**src/rtl/serial_sub_pkg.sv**
```systemverilog
// Shared definitions for the bit-serial subtractor: FSM encodings and default width.
package serial_sub_pkg;

  typedef enum logic [1:0] {
    S_IDLE = 2'd0,
    S_RUN  = 2'd1,
    S_DONE = 2'd2
  } state_t;

  localparam int DEFAULT_WIDTH = 4;

endpackage

```
**src/rtl/full_subtractor.sv**
```systemverilog
// One-bit full subtractor cell, purely combinational (zero latency, no flow control).
module full_subtractor (
  input  logic x,
  input  logic y,
  input  logic bin,
  output logic diff,
  output logic bout
);

  assign diff = x ^ y ^ bin;
  assign bout = (~x & y) | (~(x ^ y) & bin);

endmodule

```
**src/rtl/serial_subtractor.sv**
```systemverilog
// Bit-serial unsigned subtractor d = a - b, LSB first; result valid WIDTH edges after start.
// No backpressure: start is only sampled in IDLE/DONE and ignored while busy.
module serial_subtractor
  import serial_sub_pkg::*;
#(
  parameter int WIDTH = DEFAULT_WIDTH
) (
  input  logic             clk,
  input  logic             rst_n,
  input  logic             start,
  input  logic [WIDTH-1:0] a,
  input  logic [WIDTH-1:0] b,
  output logic [WIDTH-1:0] d,
  output logic             bo,
  output logic             busy,
  output logic             done
);

  localparam int CW = $clog2(WIDTH);
  localparam logic [CW-1:0] LAST = CW'(WIDTH - 1);

  state_t           state_q, state_d;
  logic [WIDTH-1:0] sa_q, sa_d;
  logic [WIDTH-1:0] sb_q, sb_d;
  logic [WIDTH-2:0] dsr_q, dsr_d;
  logic             br_q, br_d;
  logic [CW-1:0]    cnt_q, cnt_d;
  logic [WIDTH-1:0] d_q, d_d;
  logic             bo_q, bo_d;

  logic             diff_bit;
  logic             bout_bit;
  logic [WIDTH-1:0] shifted;

  full_subtractor u_fs (
    .x    (sa_q[0]),
    .y    (sb_q[0]),
    .bin  (br_q),
    .diff (diff_bit),
    .bout (bout_bit)
  );

  // The final diff bit goes straight into d, so the shift register keeps only WIDTH-1 bits.
  assign shifted = {diff_bit, dsr_q};

  always_comb begin
    state_d = state_q;
    sa_d    = sa_q;
    sb_d    = sb_q;
    dsr_d   = dsr_q;
    br_d    = br_q;
    cnt_d   = cnt_q;
    d_d     = d_q;
    bo_d    = bo_q;
    case (state_q)
      S_IDLE, S_DONE: begin
        if (start) begin
          sa_d    = a;
          sb_d    = b;
          dsr_d   = '0;
          br_d    = 1'b0;
          cnt_d   = '0;
          state_d = S_RUN;
        end else begin
          state_d = S_IDLE;
        end
      end
      S_RUN: begin
        sa_d  = sa_q >> 1;
        sb_d  = sb_q >> 1;
        dsr_d = shifted[WIDTH-1:1];
        br_d  = bout_bit;
        cnt_d = cnt_q + CW'(1);
        if (cnt_q == LAST) begin
          d_d     = shifted;
          bo_d    = bout_bit;
          state_d = S_DONE;
        end
      end
      default: state_d = S_IDLE;
    endcase
  end

  always_ff @(posedge clk or negedge rst_n) begin
    if (!rst_n) begin
      state_q <= S_IDLE;
      sa_q    <= '0;
      sb_q    <= '0;
      dsr_q   <= '0;
      br_q    <= 1'b0;
      cnt_q   <= '0;
      d_q     <= '0;
      bo_q    <= 1'b0;
    end else begin
      state_q <= state_d;
      sa_q    <= sa_d;
      sb_q    <= sb_d;
      dsr_q   <= dsr_d;
      br_q    <= br_d;
      cnt_q   <= cnt_d;
      d_q     <= d_d;
      bo_q    <= bo_d;
    end
  end

  assign d    = d_q;
  assign bo   = bo_q;
  assign busy = (state_q == S_RUN);
  assign done = (state_q == S_DONE);

endmodule
```
**config.mk**
```make
export PLATFORM = sky130hd
export DESIGN_NAME = serial_subtractor
export DESIGN_NICKNAME = d
export VERILOG_FILES = /design/src/rtl/serial_sub_pkg.sv /design/src/rtl/full_subtractor.sv /design/src/rtl/serial_subtractor.sv
export SDC_FILE = /design/constraint.sdc
export NUM_CORES = 1
export LEC_CHECK = 0
export ABC_AREA = 1
export CORE_MARGIN = 2
export CORE_UTILIZATION = 45
export CTS_CLUSTER_DIAMETER = 200
export CTS_CLUSTER_SIZE = 16
export DETAILED_ROUTE_END_ITERATION = 7
export PLACE_DENSITY = 0.74
export SLEW_MARGIN = 40
export SYNTH_ARGS = -nofsm -noshare
export SYNTH_HDL_FRONTEND = slang
export SYNTH_SLANG_ARGS = --single-unit
```
**constraint.sdc**
```tcl
create_clock -name clk -period 1.4 [get_ports clk]
set_clock_uncertainty 0.2 [all_clocks]
set_input_delay 0.21 -clock clk [delete_from_list [all_inputs] [get_ports clk]]
set_output_delay 0.21 -clock clk [all_outputs]
set_load 0.005 [all_outputs]
```
==> impl_metrics.ini <==
[status]
status = complete, but fails checks
violations = setup timing

[critical_path]
ff2ff_setup_slack_ns = -0.03
cp_max_fo = 2
crit_chain = buf_6 > inv_4 > nor2_4 > buf_2
cp_data_arrival_time_ns = 1.03
regToRegStartpoint = state_q[0]
worst-r2r-cell-count = 7
worstSetupPathType = flip-flop to primary output
cp_slowest_cell = dfrtp_1
reg2reg_to = sb_q[0]
crit_path_max_incr_delay_ns = 0.42
worstPathRequired_ns = 0.99
cp-start-kind = flip-flop
crit_path_end_kind = primary output

[sta]
setup_viol = 8
hold_viol = 0
report.final.slew_viol_count = 0
worst_slew_margin_rel_pct = 82.1
max_freq_mhz = 695
fin_crit_sh_pct = 103
worst_pin_slew_ns = 0.269
fin_ws_ns = -0.0393
rsz0062_at_grt = true
period_minus_slack_ns = 1.44
finalSetupTns_ns = -0.194

[die]
ios = 18
num_rows = 16
dieArea_sq_um = 2580
initial_core_util_pct = 48.8
core_sq_um = 2020
die_w_um = 50.8
die_h_um = 50.8

[logic_synthesis]
yosys_warnings = 0
synth-seq-cells = 21
yosysSeqAreaShare_pct = 53.2
synth_area_sq_um = 987
postSynthAreaPerCell_sq_um = 8.81
ys_types = 16
synthCells = 112
syn_nets = 125

[detailed_routing]
ant_nets = 0
wirelength_um = 1800
drt_pass1_iterations = 4
wl_per_cell_um = 10.2
num_vias = 793
drt_iter0_drc = 11
routed_via_density = 4.48
drc = 0

[place]
place.gp.congestion = 0.801
place_inst = 164
pre_cts_slack_ns = -0.0405
dpl_cell_area_sq_um = 1260
place_hpwl_um = 1300
port-buffer-count = 17

[global_routing]
grt_usage_pct = 15.1
grt_pass1_wl_um = 3020
grt_overflow = 0
grt_pass1_vias = 791
grt_start_max_net_pins = 22
antenna_found_initial = 0

[worst_hold_path]
hold_class = input port to asynchronous set/reset pin

[pwr]
swShare_pct = 39.1
finalPower_mw = 3.16
p_comb_share_pct = 57.8
power.density_nw_per_um2 = 2300
switchingPower_mw = 1.23
peakVddDrop_mv = 1.27
p_leak_nw = 0.741
p_int_mw = 1.92
power_frac_seq_pct = 33.1
p_clk_share_pct = 9.0

[clock_network]
h-tree-depth = 1
clock-root-buffer = clkbuf_4
path_clk_slew_ns = 0.11
cts_inserted_buffers = 3
clockBufferDepth = 2
cts.sinks = 21
clk_latency_ns = 0.29
cts_tree = yes

[final_layout]
antenna_cells = 0
fillers = 174
finalInstanceArea_sq_um = 1380
layout_commonest_cell = nand2_1
layout_common_cells = nand2_1 (33), dfrtp_1 (21), inv_1 (18), buf_4 (13), nand3_1 (12)
area.growth.synth_to_final_pct = 39.3
fin_nets = 164
regArea_sq_um = 526
layout.cells.non_filler = 177
drive_gt1_share_pct = 27.3
multi_input_area_sq_um = 374

[flow_run]
maxCapViolCount = 0
[cell usage after synthesis]
cell type   n  area (sq um)
fa_1        1          20.0
buf_6       2          22.5
a21oi_2     1          8.76
or2_1       1          6.26
inv_2       4          15.0
o21ai_1     8          40.0
nand3_1    12          60.1
o21ai_2     3          26.3
dfrtp_1    21           526
nand2_2     1          6.26
inv_1      18          67.6
nand2_1    33           124
nor2_4      1          11.3
ha_1        1          12.5
nor2_1      2          7.51
nand2_4     3          33.8
[per-stage QoR]
stage / utilization [%] / hold WS, ns
after floorplan: - / -0.286
after global placement: 62.1 / 0.262
after detailed placement: 62.1 / 0.266
after CTS: 65.3 / 0.0551
after global routing: 68.0 / 0.0695
final: 68.0 / 0.0502
[critical path: cells and delay by family (launching register included)]
family        cells  cell delay, ns
buf+inv           3            0.29
flops             1            0.42
simple gates      1            0.03
[cell type report]
cell class	instances	share of cell area, %
multi-input combinational	67	27.2
timing repair buffer	36	23.8
inverter	22	6.37
clock buffer	4	1.91
sequential	21	38.2
tap	27	2.46
[worst max path at each step]
stage	start	to	slack (ns)	cells after the start
after global routing	state_q[0]	sb_q[0]	-0.09	7
after CTS	state_q[0]	done	-0.17	3
final	state_q[1]	done	-0.04	4
after detailed placement	state_q[1]	done	-0.04	3
after global placement	state_q[1]	done	-0.03	3
after floorplan	sb_q[0]	br_q	0.06	4
[routing by layer]
layer  wire, um  GRT usage [%]  up-vias
li1           -              -      415
met1        839           18.4      363
met2        889           28.5       15
met3         69           2.05        0
met4          0           2.70        0
met5          0              0        -
[repair_timing]
| action | 4_1_cts | 5_1_grt |
|---|---|---|
| hold buffers | 0 | 0 |
| pin swaps | 2 | 2 |
| resized for setup | 15 | 10 |
| setup buffers | 5 | 4 |
| endpoints found under the setup margin | 8 | 18 |
[registers in the layout, indices dropped and copies added (netlist names)]
register	cells
dsr_q	3
sa_q	4
state_q	2
cnt_q	2
d	4
bo	1
br_q	1
sb_q	4
[cells by family (layout without fill, tap and decap cells)]
group	count (synthesis)	in the layout	share of synthesized area, %
and+or+nand+nor	53	53	25.2
buffers and inverters	24	62	10.6
DFF	21	21	53.2
AOI/OAI and AO/OA	12	12	7.61
adders and majority gates	2	2	3.30
[power groups by stage]
stage	Clock [mW]	Combinational, mW	Sequential (mW)
floorplan	0	1.00	1.04
global placement	0	1.56	1.05
detailed placement	0	1.59	1.07
CTS	0.287	1.64	1.04
global route	0.324	2.03	1.07
finish	0.285	1.83	1.05
Note: power is estimated with default switching activity, not from simulation.
